**src/rtl/id_pipe_decoder_pkg.sv**
```systemverilog
// Shared constants for the ID stage: internal command codes, MIPS opcode/funct fields,
// default widths and the output-register state type.
package id_pipe_decoder_pkg;

  localparam int unsigned OP_LENGTH    = 6;
  localparam int unsigned REG_ADDR_LEN = 5;

  localparam logic ENABLE  = 1'b1;
  localparam logic DISABLE = 1'b0;

  typedef enum logic [OP_LENGTH-1:0] {
    CMD_NONE = 6'd0,
    CMD_ADD  = 6'd1,
    CMD_SUB  = 6'd2,
    CMD_AND  = 6'd3,
    CMD_OR   = 6'd4,
    CMD_XOR  = 6'd5,
    CMD_SLT  = 6'd6,
    CMD_ADDI = 6'd7,
    CMD_ANDI = 6'd8,
    CMD_ORI  = 6'd9,
    CMD_XORI = 6'd10,
    CMD_SLTI = 6'd11,
    CMD_LUI  = 6'd12,
    CMD_LW   = 6'd13,
    CMD_SW   = 6'd14,
    CMD_BEQ  = 6'd15
  } cmd_e;

  localparam logic [5:0] OPC_SPECIAL = 6'h00;
  localparam logic [5:0] OPC_BEQ     = 6'h04;
  localparam logic [5:0] OPC_ADDI    = 6'h08;
  localparam logic [5:0] OPC_SLTI    = 6'h0A;
  localparam logic [5:0] OPC_ANDI    = 6'h0C;
  localparam logic [5:0] OPC_ORI     = 6'h0D;
  localparam logic [5:0] OPC_XORI    = 6'h0E;
  localparam logic [5:0] OPC_LUI     = 6'h0F;
  localparam logic [5:0] OPC_LW      = 6'h23;
  localparam logic [5:0] OPC_SW      = 6'h2B;

  localparam logic [5:0] FN_ADD = 6'h20;
  localparam logic [5:0] FN_SUB = 6'h22;
  localparam logic [5:0] FN_AND = 6'h24;
  localparam logic [5:0] FN_OR  = 6'h25;
  localparam logic [5:0] FN_XOR = 6'h26;
  localparam logic [5:0] FN_SLT = 6'h2A;

  typedef enum logic {
    ST_EMPTY = 1'b0,
    ST_FULL  = 1'b1
  } state_e;

endpackage

```
**src/rtl/id_fwd_mux.sv**
```systemverilog
// Per-operand bypass select: EX result, then MEM result, then register file; r0 reads zero.
module id_fwd_mux #(
  parameter int unsigned REG_LENGTH   = 32,
  parameter int unsigned REG_ADDR_LEN = 5
) (
  input  logic                    rd_i,
  input  logic [REG_ADDR_LEN-1:0] addr_i,
  input  logic [REG_LENGTH-1:0]   rf_data_i,
  input  logic                    ex_wr_i,
  input  logic [REG_ADDR_LEN-1:0] ex_addr_i,
  input  logic [REG_LENGTH-1:0]   ex_data_i,
  input  logic                    mem_wr_i,
  input  logic [REG_ADDR_LEN-1:0] mem_addr_i,
  input  logic [REG_LENGTH-1:0]   mem_data_i,
  output logic [REG_LENGTH-1:0]   data_o
);

  always_comb begin
    data_o = '0;
    if (rd_i && (addr_i != '0)) begin
      if (ex_wr_i && (ex_addr_i == addr_i)) begin
        data_o = ex_data_i;
      end else if (mem_wr_i && (mem_addr_i == addr_i)) begin
        data_o = mem_data_i;
      end else begin
        data_o = rf_data_i;
      end
    end
  end

endmodule

```
**src/rtl/id_pipe_decoder.sv**
```systemverilog
// Registered MIPS instruction-decode stage: decode, operand forwarding, load-use stall
// and a single-entry valid/ready output register.
module id_pipe_decoder #(
  parameter int unsigned INST_LENGTH  = 32,
  parameter int unsigned REG_LENGTH   = 32,
  parameter int unsigned REG_ADDR_LEN = id_pipe_decoder_pkg::REG_ADDR_LEN,
  parameter int unsigned OP_LENGTH    = id_pipe_decoder_pkg::OP_LENGTH,
  parameter int unsigned STALL_CNT_W  = 16
) (
  input  logic                    clk,
  input  logic                    rst,
  input  logic                    in_valid,
  output logic                    in_ready,
  input  logic [INST_LENGTH-1:0]  inst,
  output logic                    regaRd,
  output logic                    regbRd,
  output logic [REG_ADDR_LEN-1:0] regaAddr,
  output logic [REG_ADDR_LEN-1:0] regbAddr,
  input  logic [REG_LENGTH-1:0]   regaData_i,
  input  logic [REG_LENGTH-1:0]   regbData_i,
  input  logic                    ex_wr,
  input  logic [REG_ADDR_LEN-1:0] ex_addr,
  input  logic [REG_LENGTH-1:0]   ex_data,
  input  logic                    ex_is_load,
  input  logic                    mem_wr,
  input  logic [REG_ADDR_LEN-1:0] mem_addr,
  input  logic [REG_LENGTH-1:0]   mem_data,
  output logic                    out_valid,
  input  logic                    out_ready,
  output logic [OP_LENGTH-1:0]    op,
  output logic [REG_LENGTH-1:0]   regaData,
  output logic [REG_LENGTH-1:0]   regbData,
  output logic [REG_LENGTH-1:0]   imm,
  output logic                    regcWr,
  output logic [REG_ADDR_LEN-1:0] regcAddr,
  output logic                    illegal,
  output logic [STALL_CNT_W-1:0]  stall_cnt
);

  import id_pipe_decoder_pkg::*;

  logic [5:0]              opc;
  logic [5:0]              funct;
  logic [REG_ADDR_LEN-1:0] rs;
  logic [REG_ADDR_LEN-1:0] rt;
  logic [REG_ADDR_LEN-1:0] rd;
  logic [REG_LENGTH-1:0]   imm_sx;
  logic [REG_LENGTH-1:0]   imm_zx;
  logic [REG_LENGTH-1:0]   imm_hi;
  logic                    unused_shamt;

  assign opc          = inst[31:26];
  assign funct        = inst[5:0];
  assign rs           = REG_ADDR_LEN'(inst[25:21]);
  assign rt           = REG_ADDR_LEN'(inst[20:16]);
  assign rd           = REG_ADDR_LEN'(inst[15:11]);
  assign imm_sx       = {{(REG_LENGTH-16){inst[15]}}, inst[15:0]};
  assign imm_zx       = {{(REG_LENGTH-16){1'b0}}, inst[15:0]};
  assign imm_hi       = {inst[15:0], {(REG_LENGTH-16){1'b0}}};
  assign unused_shamt = ^inst[10:6];

  logic [OP_LENGTH-1:0]    dec_op;
  logic                    dec_wr;
  logic [REG_ADDR_LEN-1:0] dec_dst;
  logic [REG_LENGTH-1:0]   dec_imm;
  logic                    dec_illegal;

  // Instruction decode; unsupported encodings become an illegal no-op slot.
  always_comb begin
    dec_op      = OP_LENGTH'(CMD_NONE);
    regaRd      = DISABLE;
    regbRd      = DISABLE;
    dec_wr      = DISABLE;
    dec_dst     = '0;
    dec_imm     = '0;
    dec_illegal = 1'b0;
    unique case (opc)
      OPC_SPECIAL: begin
        regaRd  = ENABLE;
        regbRd  = ENABLE;
        dec_wr  = ENABLE;
        dec_dst = rd;
        unique case (funct)
          FN_ADD:  dec_op = OP_LENGTH'(CMD_ADD);
          FN_SUB:  dec_op = OP_LENGTH'(CMD_SUB);
          FN_AND:  dec_op = OP_LENGTH'(CMD_AND);
          FN_OR:   dec_op = OP_LENGTH'(CMD_OR);
          FN_XOR:  dec_op = OP_LENGTH'(CMD_XOR);
          FN_SLT:  dec_op = OP_LENGTH'(CMD_SLT);
          default: begin
            regaRd      = DISABLE;
            regbRd      = DISABLE;
            dec_wr      = DISABLE;
            dec_dst     = '0;
            dec_illegal = 1'b1;
          end
        endcase
      end
      OPC_ADDI: begin regaRd = ENABLE; dec_wr = ENABLE; dec_dst = rt; dec_imm = imm_sx; dec_op = OP_LENGTH'(CMD_ADDI); end
      OPC_SLTI: begin regaRd = ENABLE; dec_wr = ENABLE; dec_dst = rt; dec_imm = imm_sx; dec_op = OP_LENGTH'(CMD_SLTI); end
      OPC_ANDI: begin regaRd = ENABLE; dec_wr = ENABLE; dec_dst = rt; dec_imm = imm_zx; dec_op = OP_LENGTH'(CMD_ANDI); end
      OPC_ORI:  begin regaRd = ENABLE; dec_wr = ENABLE; dec_dst = rt; dec_imm = imm_zx; dec_op = OP_LENGTH'(CMD_ORI);  end
      OPC_XORI: begin regaRd = ENABLE; dec_wr = ENABLE; dec_dst = rt; dec_imm = imm_zx; dec_op = OP_LENGTH'(CMD_XORI); end
      OPC_LUI:  begin dec_wr = ENABLE; dec_dst = rt; dec_imm = imm_hi; dec_op = OP_LENGTH'(CMD_LUI); end
      OPC_LW:   begin regaRd = ENABLE; dec_wr = ENABLE; dec_dst = rt; dec_imm = imm_sx; dec_op = OP_LENGTH'(CMD_LW); end
      OPC_SW:   begin regaRd = ENABLE; regbRd = ENABLE; dec_imm = imm_sx; dec_op = OP_LENGTH'(CMD_SW); end
      OPC_BEQ:  begin regaRd = ENABLE; regbRd = ENABLE; dec_imm = imm_sx; dec_op = OP_LENGTH'(CMD_BEQ); end
      default:  dec_illegal = 1'b1;
    endcase
  end

  assign regaAddr = regaRd ? rs : '0;
  assign regbAddr = regbRd ? rt : '0;

  logic [REG_LENGTH-1:0] fwd_a;
  logic [REG_LENGTH-1:0] fwd_b;

  id_fwd_mux #(.REG_LENGTH(REG_LENGTH), .REG_ADDR_LEN(REG_ADDR_LEN)) u_fwd_a (
    .rd_i(regaRd), .addr_i(regaAddr), .rf_data_i(regaData_i),
    .ex_wr_i(ex_wr), .ex_addr_i(ex_addr), .ex_data_i(ex_data),
    .mem_wr_i(mem_wr), .mem_addr_i(mem_addr), .mem_data_i(mem_data),
    .data_o(fwd_a)
  );

  id_fwd_mux #(.REG_LENGTH(REG_LENGTH), .REG_ADDR_LEN(REG_ADDR_LEN)) u_fwd_b (
    .rd_i(regbRd), .addr_i(regbAddr), .rf_data_i(regbData_i),
    .ex_wr_i(ex_wr), .ex_addr_i(ex_addr), .ex_data_i(ex_data),
    .mem_wr_i(mem_wr), .mem_addr_i(mem_addr), .mem_data_i(mem_data),
    .data_o(fwd_b)
  );

  state_e                  state_q, state_d;
  logic [OP_LENGTH-1:0]    op_q, op_d;
  logic [REG_LENGTH-1:0]   rega_q, rega_d, regb_q, regb_d, imm_q, imm_d;
  logic                    wr_q, wr_d, ill_q, ill_d;
  logic [REG_ADDR_LEN-1:0] dst_q, dst_d;
  logic [STALL_CNT_W-1:0]  stall_q, stall_d;
  logic                    advance;
  logic                    hz;
  logic                    accept;

  // A load in EX cannot be bypassed; hold the consumer until it reaches MEM.
  assign hz = in_valid & ex_is_load & ex_wr & (ex_addr != '0) &
              ((regaRd & (regaAddr == ex_addr)) | (regbRd & (regbAddr == ex_addr)));

  assign advance  = (state_q == ST_EMPTY) | out_ready;
  assign in_ready = ~rst & ~hz & advance;
  assign accept   = in_valid & in_ready;

  // Output register next state: load, bubble or hold.
  always_comb begin
    state_d = state_q;
    op_d    = op_q;
    rega_d  = rega_q;
    regb_d  = regb_q;
    imm_d   = imm_q;
    wr_d    = wr_q;
    dst_d   = dst_q;
    ill_d   = ill_q;
    stall_d = stall_q;
    if (advance) begin
      if (accept) begin
        state_d = ST_FULL;
        op_d    = dec_op;
        rega_d  = fwd_a;
        regb_d  = fwd_b;
        imm_d   = dec_imm;
        wr_d    = dec_wr & (dec_dst != '0);
        dst_d   = dec_dst;
        ill_d   = dec_illegal;
      end else begin
        state_d = ST_EMPTY;
        op_d    = OP_LENGTH'(CMD_NONE);
        rega_d  = '0;
        regb_d  = '0;
        imm_d   = '0;
        wr_d    = 1'b0;
        dst_d   = '0;
        ill_d   = 1'b0;
      end
      if (hz && (stall_q != '1)) begin
        stall_d = stall_q + STALL_CNT_W'(1);
      end
    end
  end

  always_ff @(posedge clk or posedge rst) begin
    if (rst) begin
      state_q <= ST_EMPTY;
      op_q    <= OP_LENGTH'(CMD_NONE);
      rega_q  <= '0;
      regb_q  <= '0;
      imm_q   <= '0;
      wr_q    <= 1'b0;
      dst_q   <= '0;
      ill_q   <= 1'b0;
      stall_q <= '0;
    end else begin
      state_q <= state_d;
      op_q    <= op_d;
      rega_q  <= rega_d;
      regb_q  <= regb_d;
      imm_q   <= imm_d;
      wr_q    <= wr_d;
      dst_q   <= dst_d;
      ill_q   <= ill_d;
      stall_q <= stall_d;
    end
  end

  assign out_valid = (state_q == ST_FULL);
  assign op        = op_q;
  assign regaData  = rega_q;
  assign regbData  = regb_q;
  assign imm       = imm_q;
  assign regcWr    = wr_q;
  assign regcAddr  = dst_q;
  assign illegal   = ill_q;
  assign stall_cnt = stall_q;

endmodule

```
**config.mk**
```make
export PLATFORM = sky130hd
export DESIGN_NAME = id_pipe_decoder
export DESIGN_NICKNAME = d
export VERILOG_FILES = /design/src/rtl/id_pipe_decoder_pkg.sv /design/src/rtl/id_fwd_mux.sv /design/src/rtl/id_pipe_decoder.sv
export SDC_FILE = /design/constraint.sdc
export NUM_CORES = 1
export LEC_CHECK = 0
export CORE_ASPECT_RATIO = 0.8
export CORE_MARGIN = 10
export CORE_UTILIZATION = 40
export DETAILED_ROUTE_END_ITERATION = 8
export GPL_ROUTABILITY_DRIVEN = 0
export MAX_ROUTING_LAYER = met4
export PLACE_DENSITY = 0.89
export SYNTH_ARGS = -nofsm -noshare
export SYNTH_HDL_FRONTEND = slang
export SYNTH_SLANG_ARGS = --single-unit
```
**constraint.sdc**
```tcl
create_clock -name clk -period 4.2 [get_ports clk]
set_clock_uncertainty 0.1 [all_clocks]
set_input_delay 0.84 -clock clk [delete_from_list [all_inputs] [get_ports clk]]
set_output_delay 0.84 -clock clk [all_outputs]
set_load 0.02 [all_outputs]
```
==> flow_summary.json, run 1 <==
{
  "period_share_pct": 97.10,
  "critical_path.most_common_cell": "buf_4",
  "die_w_um": 175.1,
  "crit_fanout": 7,
  "leakage_uw": 0.005019,
  "relSlewSlack_pct": 15.86,
  "via_per_inst": 5.966,
  "avgSynthCellArea_sq_um": 8.540,
  "cts_tree": "built",
  "grt_pass1_vias": 8760,
  "endpoint_kind": "output pin",
  "final-hold-violation-count": 0,
  "synth_async_sr_flop_share_pct": 100.0,
  "hp-class": "flop to flop",
  "drive_above_1_share_pct": 10.28,
  "p_int_uw": 2318,
  "track_usage_pct": 25.51,
  "start_util_pct": 40.67,
  "drt-total-wl_um": 32820,
  "fmax_ghz": 0.2452,
  "comb_power_share_pct": 18.1,
  "die_h_um": 144.1,
  "setup.worst_path.class": "input port to output pin",
  "total_power_uw": 3227,
  "worstMarginPinSlew_ns": 1.257,
  "crit_slowest_cell": "clkdlybuf4s50_1",
  "syn_to_final_growth_pct": 56.39,
  "max-clock-path-buffers": 2,
  "coreArea_sq_um": 18920,
  "synth_area_sq_um": 7695,
  "status": "complete, no violations",
  "setup_viol": 0,
  "clkTransAtPathRegs_ns": 0.06,
  "fin_cells": 1496,
  "reg2regPathDepth": 7,
  "clock_latency_ns": 0.41,
  "mostFrequentLayoutCells": "clkdlybuf4s50_1 (305), dfrtp_1 (124), nand2_1 (107)",
  "vias": 8925,
  "grt_pass1_wl_um": 50080,
  "netlist-cell-type-count": 69,
  "wl_per_cell_um": 21.94,
  "dpl.hpwl_um": 24010,
  "clockRootBuffer": "clkbuf_16",
  "ys_ff_latch": 124,
  "clock-sinks": 124,
  "p_seq_share_pct": 37.7,
  "min_from": "regcWr",
  "min_path_cells": 1,
  "p_per_area_nw_per_um2": 268.2,
  "cp-start-kind": "input port",
  "yosys_warnings": 0,
  "switching_power_uw": 909.4,
  "drc": 0,
  "drt-initial-drc-count": 871,
  "synth_ff_type": "dfrtp_1",
  "cp.arrival_ns": 3.14,
  "synthCells": 901,
  "required_ns": 3.26,
  "ir_worst_vdd_mv": 0.2370,
  "r2r_setup_slack_ns": 1.64,
  "grt_overflow": 0,
  "r2r_end": "stall_cnt[1]",
  "ant_nets": 0,
  "rsz0062_at_grt": "false",
  "seq_area_frac_synth_pct": 40.33,
  "hold_end": "regcWr",
  "dieArea_sq_um": 25220,
  "cts_hold_buf": 0,
  "min_period_ns": 4.078,
  "port_buffers": 313,
  "pin_count": 316,
  "fp-row-count": 45,
  "drtPass1Iterations": 5,
  "final_max_slew_viol_count": 0,
  "cap_violations": 0,
  "dp.cells": 1461,
  "synth_edf_count": 0,
  "path_cells": "clkdlybuf4s50_1 -> buf_4 -> nor3b_1 -> buf_4 -> a32oi_2 -> buf_4 -> a21oi_1 -> clkdlybuf4s50_1",
  "critPathMaxStageDelay_ns": 0.66,
  "reg2reg_from": "stall_cnt[2]",
  "cts_buffers": 17,
  "antenna_found_initial": 3,
  "final_nets": 1400,
  "cts_max_level": 4,
  "layout_commonest_cell": "clkdlybuf4s50_1",
  "pwr-share-clk_pct": 44.1,
  "switching_share_pct": 28.18,
  "fillerInstances": 1566,
  "grt_max_degree": 140
}
[sequential cells by signal (all words and copies together), names as in the netlist, 4 cells and up]
name,flops
regcAddr,5
op,4
imm,32
regaData,32
stall_cnt,16
regbData,32
[stage by stage]
| step | cell area [sq um] | hold slack [ns] | TNS, ns | worst slack [ns] | util [%] |
|---|---|---|---|---|---|
| floorplan | 7702 | 0.4891 | 0 | 0.1932 | - |
| global placement | 11440 | 0.3626 | -0.08368 | -0.08368 | 60.46 |
| detailed placement | 11440 | 0.3673 | -0.1239 | -0.1239 | 60.46 |
| CTS | 12010 | 0.3808 | 0 | 0.008639 | 63.47 |
| global route | 12030 | 0.4002 | 0 | 0.002415 | 63.61 |
| finish | 12030 | 0.3784 | 0 | 0.1216 | 63.61 |
[metal layers]
| metal | wire (um) | global-route usage (%) | vias to the layer above |
|---|---|---|---|
| met2 | 15010 | 38.64 | 540 |
| li1 | - | - | 4017 |
| met1 | 13560 | 32.44 | 4289 |
| met5 | 0 | - | - |
| met3 | 3128 | 6.331 | 79 |
| met4 | 1120 | 9.884 | 0 |
[final cells by class]
cell class,count,area (sq um),area share [%]
diodes,3,7.507,0.06238
clock buffers,18,429.2,3.566
clock inverters,14,135.1,1.123
inverters,48,183.9,1.528
multi-input cells,648,4103,34.09
flip-flops and latches,124,3103,25.79
well taps,258,322.8,2.682
repair buffers,383,3750,31.16
[power groups by stage]
stage          combinational [uW]  clock [uW]  sequential, uW
6_report                      586        1420            1220
5_1_grt                       626        1490            1220
4_1_cts                       580        1450            1220
3_5_place_dp                  577           0            1240
3_3_place_gp                  567           0            1240
2_1_floorplan                 224           0            1250
[timing repair]
action / in CTS / in global routing
resized for setup: 2 / 8
endpoints found under the setup margin: 1 / 12
setup buffers: 0 / 0
[cells in the mapped netlist, types with 13 or more instances]
cell type,n,share of area (%)
a22oi_1,13,1.3
inv_1,47,2.3
nand2_1,107,5.2
nor2_1,13,0.63
a22o_1,75,8.5
o21ai_0,70,4.6
xor2_1,14,1.6
o311ai_0,32,3.6
nor3_1,65,4.2
clkbuf_1,55,2.7
a31oi_1,29,2.4
dfrtp_1,124,40
nand3_1,13,0.85
a21oi_1,92,6.0
buf_2,15,0.98
[worst max-delay path: cells and delay by family]
family / cells / cell delay, ns
compound gates: 2 / 0.24
buf+inv: 5 / 1.76
simple gates: 1 / 0.29
[cell families (layout without fill, tap and decap cells)]
| group | Yosys count | after routing | synth area share, % |
|---|---|---|---|
| compound gates | 364 | 364 | 32.85 |
| simple gates | 253 | 253 | 16.05 |
| buf+inv | 130 | 463 | 7.317 |
| flops | 124 | 124 | 40.33 |
| xor+xnor | 25 | 25 | 2.846 |
| mux | 3 | 3 | 0.4065 |
| fa+ha+maj | 1 | 1 | 0.1626 |
| other cells | 1 | 5 | 0.04873 |
[how the worst max path moves through the flow]
| stage | from | to | slack [ns] | depth (start not counted) |
|---|---|---|---|---|
| 5_1_grt | inst[26] | regaAddr[0] | 0.002 | 9 |
| 6_report | inst[27] | regbAddr[3] | 0.12 | 8 |
| 4_1_cts | inst[26] | regbAddr[0] | 0.009 | 9 |
| 2_1_floorplan | rst | regaData[3] | 0.19 | 7 |
| 3_3_place_gp | inst[26] | in_ready | -0.08 | 8 |
| 3_5_place_dp | inst[26] | in_ready | -0.12 | 9 |
No activity file was read; power rests on OpenSTA's default activity.
==> run 2: changes to the inputs <==
--- a/config.mk
+++ b/config.mk
@@ -7,11 +7,10 @@
 export LEC_CHECK = 0
 export CORE_ASPECT_RATIO = 0.8
 export CORE_MARGIN = 10
-export CORE_UTILIZATION = 40
+export CORE_UTILIZATION = 47
 export DETAILED_ROUTE_END_ITERATION = 8
-export GPL_ROUTABILITY_DRIVEN = 0
 export MAX_ROUTING_LAYER = met4
-export PLACE_DENSITY = 0.89
+export PLACE_DENSITY = 0.95
 export SYNTH_ARGS = -nofsm -noshare
 export SYNTH_HDL_FRONTEND = slang
 export SYNTH_SLANG_ARGS = --single-unit
==> constraint.sdc (replaced) <==
create_clock -name clk -period 5.1 [get_ports clk]
set_clock_uncertainty 0.1 [all_clocks]
set_input_delay 1.02 -clock clk [delete_from_list [all_inputs] [get_ports clk]]
set_output_delay 1.02 -clock clk [all_outputs]
set_load 0.02 [all_outputs]
==> run 2 against run 1 <==
Sequential power decreased by 18%. Core utilization is 10 points higher. Design area shrank 2.6%. Cell count is 5.2% lower. Via count up 0.71%. Critical path type unchanged. Critical endpoint is now in_ready. Highest routed layer unchanged.
==> flow_summary.json, run 2 (synthesis gave the netlist of run 1 again) <==
{
  "coreArea_sq_um": 15900,
  "min_period_ns": 4.908,
  "ctsResizeCount": 0,
  "final_nets": 1369,
  "relSlewSlack_pct": 40.82,
  "fp-row-count": 41,
  "post_cts_buffers": 0,
  "dpl.hpwl_um": 23520,
  "drt-total-wl_um": 32910,
  "p_per_area_nw_per_um2": 239.3,
  "final-hold-violation-count": 0,
  "final_max_slew_viol_count": 0,
  "rsz0062_at_grt": "false",
  "start_util_pct": 48.39,
  "cts_buffers": 17,
  "cts_max_level": 4,
  "die_h_um": 134.4,
  "pwr-share-clk_pct": 47.7,
  "comb_power_share_pct": 16.5,
  "crit_fanout": 9,
  "cp.arrival_ns": 3.79,
  "worstMarginPinSlew_ns": 0.8877,
  "track_usage_pct": 29.53,
  "fillerInstances": 1135,
  "vias": 8988,
  "grt_max_degree": 82,
  "mostFrequentLayoutCells": "clkdlybuf4s50_1 (313), dfrtp_1 (124), nand2_1 (107)",
  "ir_worst_vdd_mv": 0.2278,
  "hp-class": "flop to flop",
  "drc": 0,
  "drive_above_1_share_pct": 7.564,
  "syn_to_final_growth_pct": 52.28,
  "holdWs_ns": 0.3796,
  "cts_tree": "built",
  "p_seq_share_pct": 35.8,
  "clock-sinks": 124,
  "multi_input_area_sq_um": 4085,
  "period_share_pct": 96.24,
  "max-clock-path-buffers": 2,
  "clkTransAtPathRegs_ns": 0.05,
  "layout_commonest_cell": "clkdlybuf4s50_1",
  "switching_power_uw": 714.6,
  "fmax_ghz": 0.2037,
  "grt_pass1_wl_um": 50190,
  "gp_congestion": 1.002,
  "seqCellArea_sq_um": 3103,
  "die_w_um": 163.1,
  "port_buffers": 313,
  "drtPass1Iterations": 6,
  "cap_violations": 0,
  "clockRootBuffer": "clkbuf_16",
  "p_int_uw": 2090,
  "cp-start-kind": "input port",
  "status": "complete, no violations",
  "clock_latency_ns": 0.41,
  "timing.setup.tns_ns": 0,
  "grt_overflow": 0,
  "antenna_cells": 0,
  "dieArea_sq_um": 21920,
  "endpoint_kind": "output pin",
  "drt-initial-drc-count": 964,
  "wl_per_cell_um": 23.21,
  "antenna_found_initial": 0,
  "pin_count": 316,
  "required_ns": 3.98,
  "via_per_inst": 6.339,
  "switching_share_pct": 25.48,
  "cts_hold_buf": 0,
  "setup_viol": 0,
  "setup.worst_path.class": "input port to output pin",
  "grt_pass1_vias": 8888,
  "ant_nets": 0,
  "leakage_uw": 0.004754
}
==> run 2: through the flow <==
| step | instances | cell area, sq um | total power (uW) | setup slack (ns) | utilization [%] |
|---|---|---|---|---|---|
| after floorplan | 902 | 7699 | 1217 | 0.01723 | - |
| after global placement | 1387 | 11080 | 1467 | 0.2635 | 69.66 |
| after detailed placement | 1387 | 11080 | 1475 | 0.2270 | 69.66 |
| after CTS | 1418 | 11720 | 2802 | 0.2293 | 73.68 |
| after global routing | 1418 | 11720 | 2892 | 0.1009 | 73.68 |
| final | 1418 | 11720 | 2805 | 0.1919 | 73.68 |
==> run 2: per-layer routing <==
layer / part of all wire [%] / GRT usage (%) / wire [um]
met5: 0 / - / 0
met1: 39 / 36.05 / 12930
met4: 3.5 / 11.55 / 1164
met2: 47 / 46.40 / 15590
met3: 9.8 / 7.064 / 3218
==> run 2: path summary, 6_finish.rpt <==
kind                       depth (start not counted)         start            to  slack [ns]
setup / recovery                                   9      inst[28]      in_ready        0.19
max in group asynchronous                          4           rst  regbData[25]        2.38
setup reg to reg                                   7  stall_cnt[2]  stall_cnt[1]        2.50
hold / removal                                     2       illegal       illegal        0.38
min in group asynchronous                          3           rst         op[3]        1.13
hold reg to reg                                    2       illegal       illegal        0.38
==> run 2: power groups by stage <==
stage | registers (uW) | clock network (uW) | logic (uW)
6_report | 1000 | 1340 | 464
3_3_place_gp | 1020 | 0 | 448
5_1_grt | 1000 | 1390 | 496
2_1_floorplan | 1030 | 0 | 184
3_5_place_dp | 1020 | 0 | 454
4_1_cts | 1000 | 1340 | 458
==> run 2: final cells by class <==
cell class              count  area share (%)
multi-input cells         648           34.86
repair buffers            352           29.34
flip-flops and latches    124           26.48
clock buffers              20           3.812
well taps                 215           2.296
clock inverters            11           1.644
inverters                  48           1.559
==> run 2: critical path, cell delays in order <==
cell,delay (ns)
clkdlybuf4s50_1,0.68
and4b_1,0.29
a32o_1,0.33
nand2_1,0.11
a311oi_1,0.10
buf_4,0.17
a21o_1,0.18
nor3_1,0.22
clkdlybuf4s50_1,0.68
==> run 3: changes to the inputs <==
--- a/config.mk
+++ b/config.mk
@@ -5,7 +5,6 @@
 export SDC_FILE = /design/constraint.sdc
 export NUM_CORES = 1
 export LEC_CHECK = 0
-export CORE_ASPECT_RATIO = 0.8
 export CORE_MARGIN = 10
 export CORE_UTILIZATION = 47
 export DETAILED_ROUTE_END_ITERATION = 8
==> run 3 against run 2 <==
Power is 2.8% lower. Maximum frequency increased by 1.6%. Global-route usage is 2.0 points higher. Die area down 0.14%. Routed wire length up 6.9%. Clock power decreased by 7%. Combinational power grew 3%. Cell count grew 1.3%. Critical path depth decreased by 1. Design area increased by 0.52%. Via count up 1.4%. Largest power group unchanged. Highest routed layer unchanged.
==> flow_summary.json, run 3 (synthesis gave the netlist of run 1 again) <==
{
  "status": "complete, no violations",
  "cts_max_level": 4,
  "fmax_ghz": 0.2069,
  "relSlewSlack_pct": 27.76,
  "drtPass1Iterations": 7,
  "final_nets": 1383,
  "grt_busiest_layer": "met2",
  "p_per_area_nw_per_um2": 231.4,
  "drc": 0,
  "layout_commonest_cell": "clkdlybuf4s50_1",
  "vias": 9110,
  "final-hold-violation-count": 0,
  "required_ns": 3.98,
  "cts_tree": "built",
  "max-clock-path-buffers": 2,
  "wl_per_cell_um": 24.50,
  "layout_setup_ws_ns": 0.2678,
  "pwr-share-clk_pct": 45.7,
  "post-route-util_pct": 73.88,
  "grtUsageMet3_pct": 5.556,
  "clockRootBuffer": "clkbuf_16",
  "drt-initial-drc-count": 909,
  "total_power_uw": 2725,
  "clock_latency_ns": 0.43,
  "grt_pass1_wl_um": 53180,
  "drt-total-wl_um": 35180,
  "holdWs_ns": 0.3865,
  "clock-sinks": 124,
  "final_max_slew_viol_count": 0,
  "clkTransAtPathRegs_ns": 0.06,
  "setup.worst_path.class": "input port to output pin",
  "path_cells": "clkdlybuf4s50_1 -> nor2b_1 -> and2_1 -> o31a_1 -> o2111a_1 -> a21o_1 -> nor3_1 -> clkdlybuf4s50_1",
  "hp-class": "flop to flop",
  "use_met2_pct": 51.69,
  "fp-row-count": 46,
  "fillerInstances": 1161,
  "p_seq_share_pct": 36.8,
  "grt_max_degree": 85,
  "gp_congestion": 0.9444,
  "cts_hold_buf": 0,
  "dpl.hpwl_um": 24920,
  "syn_to_final_growth_pct": 53.07,
  "rsz0062_at_grt": "false",
  "ir_worst_vdd_mv": 0.2510,
  "coreArea_sq_um": 15940,
  "switching_share_pct": 28.59,
  "cp-start-kind": "input port",
  "cp.arrival_ns": 3.71,
  "leakage_uw": 0.004801,
  "via_per_inst": 6.344,
  "setup_viol": 0,
  "cap_violations": 0,
  "min_period_ns": 4.832,
  "endpoint_kind": "output pin",
  "drive_above_1_share_pct": 8.867,
  "comb_power_share_pct": 17.5,
  "pin_count": 316,
  "track_usage_pct": 31.51,
  "critPathMaxStageDelay_ns": 0.67,
  "grt_util_met1_pct": 36.04,
  "crit_fanout": 10,
  "crit_slowest_cell": "clkdlybuf4s50_1",
  "p_int_uw": 1946,
  "period_share_pct": 94.75,
  "die_h_um": 148.0,
  "start_util_pct": 48.27,
  "grt_pass1_vias": 9105,
  "dieArea_sq_um": 21890,
  "antenna_found_initial": 2,
  "switching_power_uw": 779.2,
  "cts_buffers": 17,
  "worstMarginPinSlew_ns": 1.084,
  "critical_path.most_common_cell": "clkdlybuf4s50_1",
  "die_w_um": 148.0,
  "timing.setup.tns_ns": 0,
  "grt_overflow": 0,
  "mostFrequentLayoutCells": "clkdlybuf4s50_1 (313), dfrtp_1 (124), nand2_1 (107)",
  "dp_slack_ns": 0.2705,
  "ctsResizeCount": 0,
  "post_cts_buffers": 0,
  "port_buffers": 313,
  "ant_nets": 0
}
-- run 3: changes by cell type in the layout (fill, tap and decap cells not counted), moves of 2 or more --
cell / delta
diode_2: +2
clkbuf_1: -2
bufinv_16: -3
inv_6: +4
buf_4: +13
-- run 3: final cells by class --
| class | count | area (sq um) | share of cell area (%) |
|---|---|---|---|
| diodes | 2 | 5.005 | 0.04249 |
| clock buffers | 17 | 425.4 | 3.612 |
| clock inverters | 15 | 162.7 | 1.381 |
| inverters | 48 | 182.7 | 1.551 |
| multi-input cells | 648 | 4074 | 34.59 |
| flip-flops and latches | 124 | 3103 | 26.34 |
| well taps | 216 | 270.3 | 2.294 |
| repair buffers | 366 | 3556 | 30.19 |
-- run 3: worst max-delay path, delay by kind of cell --
family,cells,cell delay (ns)
AO/OA/AOI/OAI,3,0.70
AND/OR/NAND/NOR,3,0.71
buffers and inverters,2,1.27
-- run 3: worst paths after layout --
| path | end | slack [ns] | cells after the start | from |
|---|---|---|---|---|
| hold reg to reg | op[1] | 0.39 | 2 | op[1] |
| max in group asynchronous | regaData[21] | 2.39 | 4 | rst |
| min in group asynchronous | stall_cnt[14] | 1.17 | 3 | rst |
| setup / recovery | in_ready | 0.27 | 8 | inst[29] |
| hold / removal | op[1] | 0.39 | 2 | op[1] |
| setup reg to reg | regaData[3] | 2.35 | 6 | out_valid |
-- run 3: per-stage QoR --
stage               cells  area (sq um)
floorplan             902          7699
global placement     1402         11190
detailed placement   1402         11190
CTS                  1434         11770
global route         1436         11780
finish               1436         11780
-- run 3: power groups by stage --
stage | logic (uW) | registers (uW) | clock network [uW]
after floorplan | 184 | 1030 | 0
after global placement | 460 | 1020 | 0
after detailed placement | 465 | 1020 | 0
after CTS | 471 | 1000 | 1250
after global routing | 506 | 1000 | 1280
final | 476 | 1000 | 1250
-- run 3: per-layer routing --
layer  vias to the layer above  wire length, um
met3                       127             2805
met1                      4398            13080
met5                         -                0
met2                       602            17310
li1                       3983                -
met4                         0             1991
